`src/rtl/return_stack.sv`:
```
// Hardware return-address stack for the fetch stage.
// A call pushes pc_in + 1. The top entry is always visible on stk0, so the PC
// can load it in the same cycle that ret is asserted; the pop happens on that edge.
// Storage is circular: on overflow the oldest entry is overwritten and the
// newest DEPTH return addresses are kept.
module return_stack #(
    parameter int AW    = 12,
    parameter int DEPTH = 8,
    parameter int CW    = 4
) (
    input  logic          clk,
    input  logic          rst_n,
    input  logic          call,
    input  logic          ret,
    input  logic [AW-1:0] pc_in,
    input  logic          clr_err,
    output logic [AW-1:0] stk0,
    output logic [CW-1:0] depth,
    output logic          empty,
    output logic          full,
    output logic          overflow,
    output logic          underflow
);

    localparam int PW = $clog2(DEPTH);

    logic [AW-1:0] ram [DEPTH];
    logic [PW-1:0] wp;
    logic [PW-1:0] top_idx;
    logic [AW-1:0] push_val;
    logic          do_push;
    logic          do_tail;
    logic          push_full;
    logic          pop_empty;

    assign top_idx  = wp - PW'(1);
    assign push_val = pc_in + AW'(1);

    assign empty = (depth == '0);
    assign full  = (depth == CW'(DEPTH));
    assign stk0  = empty ? '0 : ram[top_idx];

    // A combined call+ret on a non-empty stack replaces the top in place.
    // On an empty stack it is treated as a plain push.
    assign do_tail   = call && ret && !empty;
    assign do_push   = call && !do_tail;
    assign push_full = call && !ret && full;
    assign pop_empty = ret && empty;

    // Storage write: new entry at wp, or in-place replacement of the top.
    always_ff @(posedge clk) begin
        if (do_tail) begin
            ram[top_idx] <= push_val;
        end else if (do_push) begin
            ram[wp] <= push_val;
        end
    end

    // Pointer and occupancy update.
    always_ff @(posedge clk) begin
        if (!rst_n) begin
            wp    <= '0;
            depth <= '0;
        end else if (do_push) begin
            wp <= wp + PW'(1);
            if (!full) begin
                depth <= depth + CW'(1);
            end
        end else if (ret && !call && !empty) begin
            wp    <= top_idx;
            depth <= depth - CW'(1);
        end
    end

    // Sticky error flags; a new error on the clear edge wins.
    always_ff @(posedge clk) begin
        if (!rst_n) begin
            overflow  <= 1'b0;
            underflow <= 1'b0;
        end else begin
            overflow  <= push_full || (overflow && !clr_err);
            underflow <= pop_empty || (underflow && !clr_err);
        end
    end

endmodule

```
`config.mk`:
```
export PLATFORM = sky130hd
export DESIGN_NAME = return_stack
export DESIGN_NICKNAME = d
export VERILOG_FILES = /design/src/rtl/return_stack.sv
export SDC_FILE = /design/constraint.sdc
export NUM_CORES = 1
export LEC_CHECK = 0
export CAP_MARGIN = 25
export CORE_ASPECT_RATIO = 1.25
export CORE_MARGIN = 5
export CORE_UTILIZATION = 45
export CTS_BUF_LIST = sky130_fd_sc_hd__clkbuf_2
export DETAILED_ROUTE_END_ITERATION = 8
export GPL_TIMING_DRIVEN = 0
export SYNTH_ARGS = -nofsm -noshare
export SYNTH_HDL_FRONTEND = slang
export SYNTH_SLANG_ARGS = --single-unit
export TNS_END_PERCENT = 100
```
`constraint.sdc`:
```
create_clock -name clk -period 4.8 [get_ports clk]
set_input_delay 1.2 -clock clk [delete_from_list [all_inputs] [get_ports clk]]
set_output_delay 1.2 -clock clk [all_outputs]
set_load 0.02 [all_outputs]
```
-- After elaboration in Yosys (flattened, before gate mapping)
Memories as Yosys holds them, arrays and structs flattened.
Index checks and enable logic that the tools add are counted.
- flip-flop bits (word level): 9
- memory bits (writable): 96
- input bits: 17
- output and inout bits: 20
- word-level logic and storage cells: 47
- memories kept: 1
- add/subtract/negate cells: 5
- equality and inequality tests: 2
- multiplexer cells: 14
- reductions and logical operators: 21
- memory list (name ; words ; width ; read ports ; clocked after memory_dff ; wr ports ; RTL line ; text):
    ram ; 8 ; 12 ; 1 ; 0 ; 1 ; 27 ; logic [AW-1:0] ram [DEPTH];
- operator list (kind ; count):
    12-bit two-way mux ; 2
    12-bit by 1-bit adder with 12-bit output (second input constant) ; 1
    4-bit two-way mux ; 3
    12-bit OR reduction ; 1
    1-bit logical AND ; 10
    3-bit two-way mux ; 3
    1-bit two-way mux ; 6
    1-bit zero test ; 5
    4-bit by 1-bit adder with 4-bit output (second input constant) ; 1
    4-bit == test (second input constant) ; 1
    4-bit zero test ; 1
    4-bit by 1-bit subtractor with 4-bit output (second input constant) ; 1
    3-bit by 1-bit adder with 3-bit output (second input constant) ; 1
    3-bit by 1-bit subtractor with 3-bit output (second input constant) ; 1
    1-bit logical OR ; 2
    2-bit inequality test (second input constant) ; 1
    2-bit AND reduction ; 1
    2-bit nonzero test ; 1

-- Longest topological paths before layout
Gate-level depths: netlist (run 1).
- depth after elaboration: 10
- depth in mapped cells: 11
- mapped depth without buffers: 10

-- Least setup slack after synthesis (run 1)
OpenSTA, ideal clock, no wires.
- path type: register to output
- start point: reg wp[0]
- end point: out stk0[10]
- arrival time: 2258 ps
- required time: 3600 ps
- path slack: 1342 ps
- cell stages (with the launch flop): 9
- buffers on the path: 3
- cells stage by stage: dfxtp_1 > buf_2 > buf_2 > inv_1 > ha_1 > clkbuf_1 > mux4_2 > nand2_1 > a21oi_1
- word-level cells in the longest chain between the ends: 3
- ends and longest elaborated chain (item ; RTL line ; text):
    start, declared ; 28 ; logic [PW-1:0] wp;
    start signal, assigned ; 65 ; wp <= wp + PW'(1);
    start signal, assigned ; 70 ; wp <= top_idx;
    3-bit by 1-bit subtractor with 3-bit output ; 36 ; assign top_idx = wp - PW'(1);
    memory 8 x 12 bit ; -- ;
    12-bit two-way mux ; 41 ; assign stk0 = empty ? '0 : ram[top_idx];
    end, declared ; 17 ; output logic [AW-1:0] stk0,
No other way between the ends.

-- Worst setup path in the final report (run 1)
- start point: reg wp[0]
- end point: out stk0[4]
The elaborated chain is that of the path after synthesis.

==> out/qor.txt, run 1 <==
Worst setup EP type -> output port
drt first pass iters -> 5
Post-DP HPWL -> 6.66 mm
Die Wd -> 99.7 um
number of setup buffers added after CTS -> 0
largest net degree at the start of global routing -> 17
Yosys reg bits -> 105
Vias/cell -> 5.51
kind of critical path -> flop to output port
initial drt markers -> 226
Site Rows -> 41
fraction of registers with async set or reset after synthesis -> 0%
Placed Instances -> 457
Clk Latency, worst-skew pair -> 580 ps
total grt overflow -> 0
Cell Pwr Density -> 607 mW/mm^2
startpoint types -> flop
RSZ-0062 raised after global routing -> false
maximum root-to-sink buffer count -> 2
Period minus WS final -> 4510 ps
critical path required time -> 3600 ps
synthesized area -> 0.00452 mm^2
crit share post-route -> 94.0%
Die Y-Extent -> 122 um
syn nets -> 307
fmax -> 222 MHz
sequential area share after synthesis -> 67.7%
via count -> 2604
number of global-route vias before repair -> 2681
CTS Root Cell -> clkbuf_2
reg2reg start -> wp[0]
share of cells above drive strength 1 -> 19.2%
Rel. slew slack -> 47.9%
clock sink count -> 105
DRC violations left -> 0
Initial Util -> 45.5%
FF-to-FF End -> ram[7][2]
GPL Wtd Cong -> 0.798
Area Growth Syn to Fin -> 17.5%
PortBufs -> 36
worst-case clock skew -> 13.3 ps
Die ar. -> 0.0122 mm^2
core region area -> 0.00995 mm^2
I/O Pins -> 37
total track usage -> 17.5%
synth top area cells -> edfxtp_1, mux4_2, dfxtp_1, nand2_1, a21oi_1
worst slew pin tran -> 779 ps
dominant cell type by area after synthesis -> edfxtp_1
diodes inserted -> 0
Worst Min Path Start -> overflow
max cap viols -> 0
first-pass GRT wire length -> 15.4 mm
syn_area_per_cell -> 15.9 um^2
Hold Crit Depth -> 2
hold path endpoint -> overflow
Final Hold Violating Endpoints -> 0
number of routed nets with antenna violations -> 0
setup violators final -> 0
worst min path class -> flop to flop
WL/cell -> 20.5 um
r2r setup slk -> 1620 ps
status -> complete, no violations
# hold bufs at CTS -> 0
Synth Flop Type -> edfxtp_1
CP Data Arrival Time -> 3310 ps
post-CTS resize count -> 10
r2r worst-path depth -> 10
initial antenna violation count -> 0
Layout Cells excl Fill -> 473
Post-synth EDFFs -> 96
Final #Nets -> 362
Clock Pin Slew Worst Setup and Hold Paths -> 260 ps
Post-Synthesis Cells -> 284
H-tree depth -> 3
synth warn -> 0
worst vdd ir -> 0.222 mV
post-synth cell types -> 36
final WL -> 9.68 mm
Slew Limit Fails -> 0
Static Leak -> 1.90 nW
highest net fanout along the worst path -> 10
TritonCTS clock tree -> built
share of the synthesized area in the top cell type -> 63.7%
post-route setup TNS -> 0 ps
CTS buffer count -> 9
==> area by class of cell <==
class / count / area (um^2)
Buffer: 14 / 83.8
Clock buffer: 10 / 50.0
Clock inverter: 6 / 58.8
Fill cell: 852 / 4630
Inverter: 9 / 36.3
Multi-Input combinational cell: 156 / 1380
Sequential cell: 105 / 3060
Tap cell: 129 / 161
Timing Repair Buffer: 44 / 488
==> state kept, by name, indices dropped and copies added (netlist names) <==
| name | flops |
|---|---|
| wp | 3 |
| overflow | 1 |
| underflow | 1 |
| depth | 4 |
| ram | 96 |
==> stage by stage <==
stage | power, mW | instance area, um^2 | util [%] | setup slack [ps] | hold slack, ps
4_1_cts | 3.28 | 5290 | 53.1 | 10.6 | 532
6_report | 3.23 | 5320 | 53.4 | 287 | 524
3_5_place_dp | 2.86 | 5150 | 51.8 | 152 | 478
5_1_grt | 3.43 | 5320 | 53.4 | 32.1 | 579
2_1_floorplan | 2.23 | 4520 | - | 1340 | 487
3_3_place_gp | 2.80 | 5050 | 50.7 | 110 | 473
==> cells in the final DEF (no fill, tap or decap), types with 4 or more instances in the layout <==
cell type and count:
clkinv_2 4, edfxtp_1 96, mux4_2 24, a21oi_1 20
buf_8 4, clkdlybuf4s50_1 27, xnor2_1 10, nand3_1 6
nor2_1 23, nand2_1 29, dlymetal6s2s_1 9, clkbuf_1 4
xor2_1 4, ha_1 6, inv_1 8, clkbuf_2 13
dfxtp_1 9, buf_6 6
==> how the worst max path moves through the flow <==
stage	start	end	depth (start not counted)
finish	wp[0]	stk0[4]	10
global route	wp[0]	stk0[8]	10
CTS	wp[0]	stk0[3]	10
detailed placement	wp[0]	stk0[3]	10
global placement	wp[0]	stk0[3]	10
floorplan	wp[0]	stk0[10]	8
==> logic make-up after synthesis <==
family / Yosys count / synth area share (%)
DFF: 105 / 67.7
and+or+nand+nor: 75 / 7.49
AOI/OAI and AO/OA: 31 / 5.01
muxes: 27 / 12.6
buffers and inverters: 23 / 2.21
xor gates and xnor gates: 16 / 3.10
adders and majority gates: 7 / 1.88
==> worst max-delay path, cell delays in order (launching register included) <==
cell and delay, ps:
dfxtp_1 390, clkbuf_4 250, buf_6 230, inv_1 100, ha_1 200, buf_1 220
xor2_2 250, buf_4 240, nand2_1 70, a21oi_1 150, clkdlybuf4s50_1 640
==> report_power, final <==
| part | switching, mW | internal (mW) | leakage [nW] | total [mW] |
|---|---|---|---|---|
| Sequential | 0.0648 | 1.18 | 0.946 | 1.24 |
| Clock | 0.277 | 0.120 | 0.0754 | 0.397 |
| Combinational | 0.895 | 0.695 | 0.878 | 1.59 |
| Total | 1.24 | 1.99 | 1.90 | 3.23 |
==> cell usage after synthesis (3+ instances only) <==
master	count
edfxtp_1	96
nand2_1	29
mux4_2	24
nor2_1	23
a21oi_1	20
xnor2_1	11
clkbuf_1	9
dfxtp_1	9
inv_1	8
ha_1	6
nand3_1	6
xor2_1	5
and3_1	3
buf_2	3
mux2i_1	3
nand2b_1	3
==> layer usage <==
| layer | global-route usage, % | wire length [um] | vias up |
|---|---|---|---|
| li1 | - | - | 1192 |
| met1 | 23.4 | 4190 | 1321 |
| met2 | 27.7 | 4800 | 75 |
| met3 | 2.58 | 430 | 16 |
| met4 | 9.39 | 257 | 0 |
| met5 | 0 | 0 | - |
Note: power is estimated with default switching activity, not from simulation.
==> run 2: changes to the inputs <==
--- a/config.mk
+++ b/config.mk
@@ -9,7 +9,7 @@
 export CORE_ASPECT_RATIO = 1.25
 export CORE_MARGIN = 5
 export CORE_UTILIZATION = 45
-export CTS_BUF_LIST = sky130_fd_sc_hd__clkbuf_2
+export CTS_BUF_LIST = sky130_fd_sc_hd__clkbuf_8
 export DETAILED_ROUTE_END_ITERATION = 8
 export GPL_TIMING_DRIVEN = 0
 export SYNTH_ARGS = -nofsm -noshare
==> constraint.sdc (replaced) <==
create_clock -name clk -period 4.8 [get_ports clk]
set_input_delay 0.48 -clock clk [delete_from_list [all_inputs] [get_ports clk]]
set_output_delay 0.48 -clock clk [all_outputs]
set_load 0.02 [all_outputs]
==> run 2 against run 1 <==
Net effect:
- cell count did not move
- count of clock-buffer cells in the layout fell by 1
- final area rose by 0.38%
- worst hold slack got worse by 29 ps
- combinational power barely moved
- largest cell class unchanged
- highest routed layer unchanged
==> out/qor.txt, run 2 (synthesis results as in run 1) <==
kind of critical path -> flop to output port
Die Wd -> 99.7 um (unchanged)
sw frac -> 37.2% (-1.1 points)
# hold bufs at CTS -> 0 (unchanged)
initial drt markers -> 197 (-13%)
core region area -> 0.00995 mm^2 (unchanged)
flip-flop count of the largest register after layout -> 96 (unchanged)
post-CTS resize count -> 0 (-10)
number of setup buffers added after CTS -> 0 (unchanged)
clock sink count -> 105 (unchanged)
first-pass GRT wire length -> 15.4 mm (-0.22%)
post-route setup TNS -> 0 ps (unchanged)
number of global-route vias before repair -> 2676 (-0.19%)
I/O Pins -> 37 (unchanged)
Clk Latency, worst-skew pair -> 370 ps (-210 ps)
crit share post-route -> 89.6% (-4.4 points)
Clock Pin Slew Worst Setup and Hold Paths -> 100 ps (-160 ps)
CP Data Arrival Time -> 3820 ps (+510 ps)
share of cells above drive strength 1 -> 16.9% (-2.3 points)
RSZ-0062 raised after global routing -> false
max cap viols -> 0 (unchanged)
worst slew pin tran -> 788 ps (+8.84 ps)
FF-to-FF End -> ram[0][2]
drt first pass iters -> 4 (-1)
Area Growth Syn to Fin -> 18.0%
Initial Util -> 45.5% (unchanged)
reg2reg start -> wp[0]
Final #Nets -> 362 (unchanged)
Slew Limit Fails -> 0 (unchanged)
Post-DP HPWL -> 6.66 mm (unchanged)
total power -> 3.35 mW (+3.7%)
worst vdd ir -> 0.229 mV (+3.2%)
CTS Root Cell -> clkbuf_8
status -> complete, no violations
startpoint types -> flop
worst-case clock skew -> 9.75 ps (-3.54 ps)
diodes inserted -> 0 (unchanged)
P_int -> 2.10 mW (+5.5%)
Die Y-Extent -> 122 um (unchanged)
Die ar. -> 0.0122 mm^2 (unchanged)
setup violators final -> 0 (unchanged)
Worst setup EP type -> output port
PortBufs -> 36 (unchanged)
Comb pwr share -> 47.4% (-1.8 points)
via count -> 2562 (-1.6%)
Site Rows -> 41 (unchanged)
most frequent cells in the layout -> edfxtp_1, clkdlybuf4s50_1, nand2_1
top flop regs -> ram (96), depth (4), wp (3)
TritonCTS clock tree -> built
total grt overflow -> 0 (unchanged)
initial antenna violation count -> 0 (unchanged)
fmax -> 232 MHz (+4.9%)
P_sw -> 1.25 mW (+0.81%)
number of routed nets with antenna violations -> 0 (unchanged)
Vias/cell -> 5.42 (-1.6%)
Cell Pwr Density -> 627 mW/mm^2 (+3.3%)
final WL -> 9.68 mm (about the same)
Static Leak -> 1.78 nW (-6.5%)
Most flops, register -> ram
Worst setup startpoint -> wp[0]
critical path required time -> 4320 ps (+720 ps)
highest net fanout along the worst path -> 10 (unchanged)
Period minus WS final -> 4300 ps (-210 ps)
total track usage -> 17.4% (-0.11 points)
commonest non-fill, non-tap cell in the layout -> edfxtp_1
worst min path class -> flop to flop
maximum root-to-sink buffer count -> 2 (unchanged)
H-tree depth -> 3 (unchanged)
GPL Wtd Cong -> 0.798 (unchanged)
Flop pwr share -> 37.1% (-1.4 points)
Final Hold Violating Endpoints -> 0 (unchanged)
clock power share -> 15.5% (+3.2 points)
largest net degree at the start of global routing -> 17 (unchanged)
r2r worst-path depth -> 9 (-1)
DRC violations left -> 0 (unchanged)
Rel. slew slack -> 47.5% (-0.40 points)
final core occ -> 53.6% (+0.20 points)
Setup crit end -> stk0[3]
WL/cell -> 20.5 um (about the same)
r2r setup slk -> 1210 ps (-410 ps)
CTS buffer count -> 9 (unchanged)
-- run 2: worst min path at each step --
stage	from	to	slack, ps	cells past startpoint
global placement	overflow	overflow	470	2
detailed placement	overflow	overflow	480	2
floorplan	wp[1]	wp[1]	490	2
global route	overflow	overflow	550	2
CTS	overflow	overflow	500	2
finish	overflow	overflow	490	2
-- run 2: per-layer routing --
metal	part of all wire, %	GRT usage (%)
met4	2.2	7.60
met1	42	23.3
met2	51	28.2
met3	4.7	2.58
met5	0	0
-- run 2: final cells by class --
type / instances / area (um^2)
multi-input combinational: 156 / 1360
tap: 129 / 161
buffer: 14 / 63.8
fill: 845 / 4610
sequential: 105 / 3060
inverter: 9 / 36.3
clock buffer: 9 / 124
timing repair buffer: 44 / 465
clock inverter: 7 / 62.6
-- run 2: metrics by stage --
| stage | setup slack, ps | area, um^2 | hold WS, ps | cells |
|---|---|---|---|---|
| final | 497 | 5340 | 495 | 473 |
| after global routing | 162 | 5340 | 552 | 473 |
| after floorplan | 1990 | 4520 | 487 | 284 |
| after global placement | 797 | 5050 | 473 | 449 |
| after detailed placement | 872 | 5150 | 478 | 457 |
| after CTS | 434 | 5340 | 502 | 473 |
-- run 2: worst max-delay path, cell delays in order (launching register included) --
cell             delay [ps]
dfxtp_1                 340
buf_2                   290
buf_2                   430
inv_1                   150
ha_1                    220
buf_1                   200
xor2_1                  310
clkbuf_1                540
nand2_1                 140
a21oi_1                 210
clkdlybuf4s50_1         640
-- run 2: power by group through the flow --
stage / Sequential (mW) / Clock, mW / Combinational (mW)
after floorplan: 1.27 / 0 / 0.959
after global placement: 1.26 / 0 / 1.54
after detailed placement: 1.27 / 0 / 1.60
after CTS: 1.24 / 0.533 / 1.61
after global routing: 1.26 / 0.567 / 1.72
final: 1.24 / 0.520 / 1.59
==> run 3: changes to the inputs <==
--- a/config.mk
+++ b/config.mk
@@ -7,9 +7,8 @@
 export LEC_CHECK = 0
 export CAP_MARGIN = 25
 export CORE_ASPECT_RATIO = 1.25
-export CORE_MARGIN = 5
+export CORE_MARGIN = 1.5
 export CORE_UTILIZATION = 45
-export CTS_BUF_LIST = sky130_fd_sc_hd__clkbuf_8
 export DETAILED_ROUTE_END_ITERATION = 8
 export GPL_TIMING_DRIVEN = 0
 export SYNTH_ARGS = -nofsm -noshare
==> run 3 against run 2 <==
Net effect:
- sequential share of layout area down 0.52 points
- flip-flop and latch count unchanged
- global-route usage up 2.4 points
- via count up 2.1%
- combinational power about the same
- setup slack worse by 59 ps
- register-to-register slack worse by 70 ps
- cell count down 0.63%
- non-clock buffer count unchanged
- utilization up 1.8 points
- critical path depth unchanged
- critical path type unchanged
- critical endpoint is now stk0[5]
- largest cell class unchanged
- largest power group unchanged
==> out/qor.txt, run 3 (synthesis results as in run 1) <==
Cell Pwr Density -> 645 mW/mm^2 (+2.8%)
initial drt markers -> 152 (-23%)
Die Wd -> 92.7 um (-7.0%)
maximum root-to-sink buffer count -> 2 (unchanged)
CP Data Arrival Time -> 3880 ps (+60 ps)
core region area -> 0.00971 mm^2 (-2.4%)
CP dominant cell by count -> buf_2
DRC violations left -> 0 (unchanged)
status -> complete, no violations
worst-case clock skew -> 5.79 ps (-3.96 ps)
kind of critical path -> flop to output port
CTS buffer count -> 9 (unchanged)
total grt overflow -> 0 (unchanged)
flip-flop count of the largest register after layout -> 96 (unchanged)
H-tree depth -> 3 (unchanged)
fmax -> 229 MHz (-1.4%)
post-place setup slack -> 790 ps (-81.8 ps)
Worst path slowest cell -> clkdlybuf4s50_1
final core occ -> 55.5% (+1.8 points)
Area Growth Syn to Fin -> 19.1%
GPL Wtd Cong -> 0.782 (-2.0%)
Clock Pin Slew Worst Setup and Hold Paths -> 60 ps (-40 ps)
setup violators final -> 0 (unchanged)
Initial Util -> 46.6% (+1.1 points)
worst slew pin tran -> 851 ps (+62.8 ps)
max cap viols -> 0 (unchanged)
most frequent cells in the layout -> edfxtp_1, clkdlybuf4s50_1, nand2_1
Clk Latency, worst-skew pair -> 340 ps (-30 ps)
number of routed nets with antenna violations -> 0 (unchanged)
critical path required time -> 4320 ps (about the same)
Worst setup EP type -> output port
worst vdd ir -> 0.274 mV (+20%)
number of global-route vias before repair -> 2641 (-1.3%)
commonest non-fill, non-tap cell in the layout -> edfxtp_1
Site Rows -> 40 (-2.4%)
Crit path largest cell delay -> 660 ps (+20 ps)
# hold bufs at CTS -> 0 (unchanged)
startpoint types -> flop
area post-placement -> 0.00513 mm^2 (-0.44%)
WL/cell -> 20.7 um (+1.0%)
drt first pass iters -> 4 (unchanged)
top flop regs -> ram (96), depth (4), wp (3)
crit share post-route -> 90.9% (+1.2 points)
final WL -> 9.71 mm (+0.38%)
r2r worst-path depth -> 10 (+1)
Most flops, register -> ram
TritonCTS clock tree -> built
first-pass GRT wire length -> 14.9 mm (-3.2%)
via count -> 2615 (+2.1%)
total track usage -> 19.8% (+2.4 points)
worst min path class -> flop to flop
number of setup buffers added after CTS -> 0 (unchanged)
Slew Limit Fails -> 0 (unchanged)
PortBufs -> 36 (unchanged)
Period minus WS final -> 4360 ps (+59.0 ps)
diodes inserted -> 0 (unchanged)
share of cells above drive strength 1 -> 15.7% (-1.2 points)
post-route cell area -> 0.00539 mm^2 (+0.91%)
Vias/cell -> 5.56 (+2.7%)
Rel. slew slack -> 43.1% (-4.4 points)
worst setup margin -> 438 ps (-59.0 ps)
Layout Cells excl Fill -> 470 (-0.63%)
Post-DP HPWL -> 6.55 mm (-1.7%)
Final Hold Violating Endpoints -> 0 (unchanged)
post-CTS resize count -> 0 (unchanged)
post-route setup TNS -> 0 ps (unchanged)
highest net fanout along the worst path -> 10 (unchanged)
Die ar. -> 0.0107 mm^2 (-12%)
Final #Nets -> 362 (unchanged)
CP Cell Sequence -> buf_2 -> buf_2 -> inv_1 -> ha_1 -> buf_1 -> xnor2_1 -> clkbuf_1 -> nand2_1 -> a21oi_1 -> clkdlybuf4s50_1
RSZ-0062 raised after global routing -> false
CTS Root Cell -> clkbuf_16
initial antenna violation count -> 0 (unchanged)
largest net degree at the start of global routing -> 17 (unchanged)
Static Leak -> 1.79 nW (+0.95%)
I/O Pins -> 37 (unchanged)
clock sink count -> 105 (unchanged)
Placed Instances -> 454 (-0.66%)
Hold Crit Depth -> 2 (unchanged)
Die Y-Extent -> 115 um (-5.7%)
[run 3: cell types whose count changed in the layout (fill, tap and decap cells not counted), sizes merged]
cell / change
bufinv: -1
clkinv: -1
inv: -1
clkbuf: +3
[run 3: layer usage]
| metal | up-vias | share of wire (%) | global-route usage (%) |
|---|---|---|---|
| met5 | - | 0 | 0 |
| met4 | 0 | 1.8 | 7.37 |
| met3 | 15 | 4.1 | 3.70 |
| met2 | 68 | 50 | 32.9 |
| met1 | 1336 | 44 | 26.0 |
| li1 | 1196 | - | - |
[run 3: report_power, final]
| group | switching (mW) | internal [mW] |
|---|---|---|
| clock network | 0.300 | 0.349 |
| logic | 0.903 | 0.680 |
| registers | 0.0623 | 1.18 |
[run 3: layout make-up]
type	count	area [um^2]
fill	796	4320
sequential	105	3060
multi-input combinational	156	1360
timing repair buffer	44	447
clock buffer	12	236
tap	126	158
buffer	14	63.8
inverter	9	36.3
clock inverter	4	21.3
[run 3: critical path, delay by kind of cell (launching register included)]
| kind | cells | cell delay, ps |
|---|---|---|
| compound gates | 1 | 220 |
| xor+xnor | 1 | 280 |
| fa+ha+maj | 1 | 220 |
| buf+inv | 6 | 2380 |
| flops | 1 | 330 |
| simple gates | 1 | 100 |
[run 3: final timing paths]
check        startpoint   endpoint  slack (ps)
max               wp[0]    stk0[5]         440
min            overflow   overflow         510
max reg2reg       wp[0]  ram[6][2]        1140
min reg2reg    overflow   overflow         510
[run 3: per-stage QoR]
stage	power, mW	hold WS (ps)
after global placement	2.80	477
final	3.47	507
after global routing	3.65	532
after CTS	3.51	515
after floorplan	2.23	487
after detailed placement	2.86	501
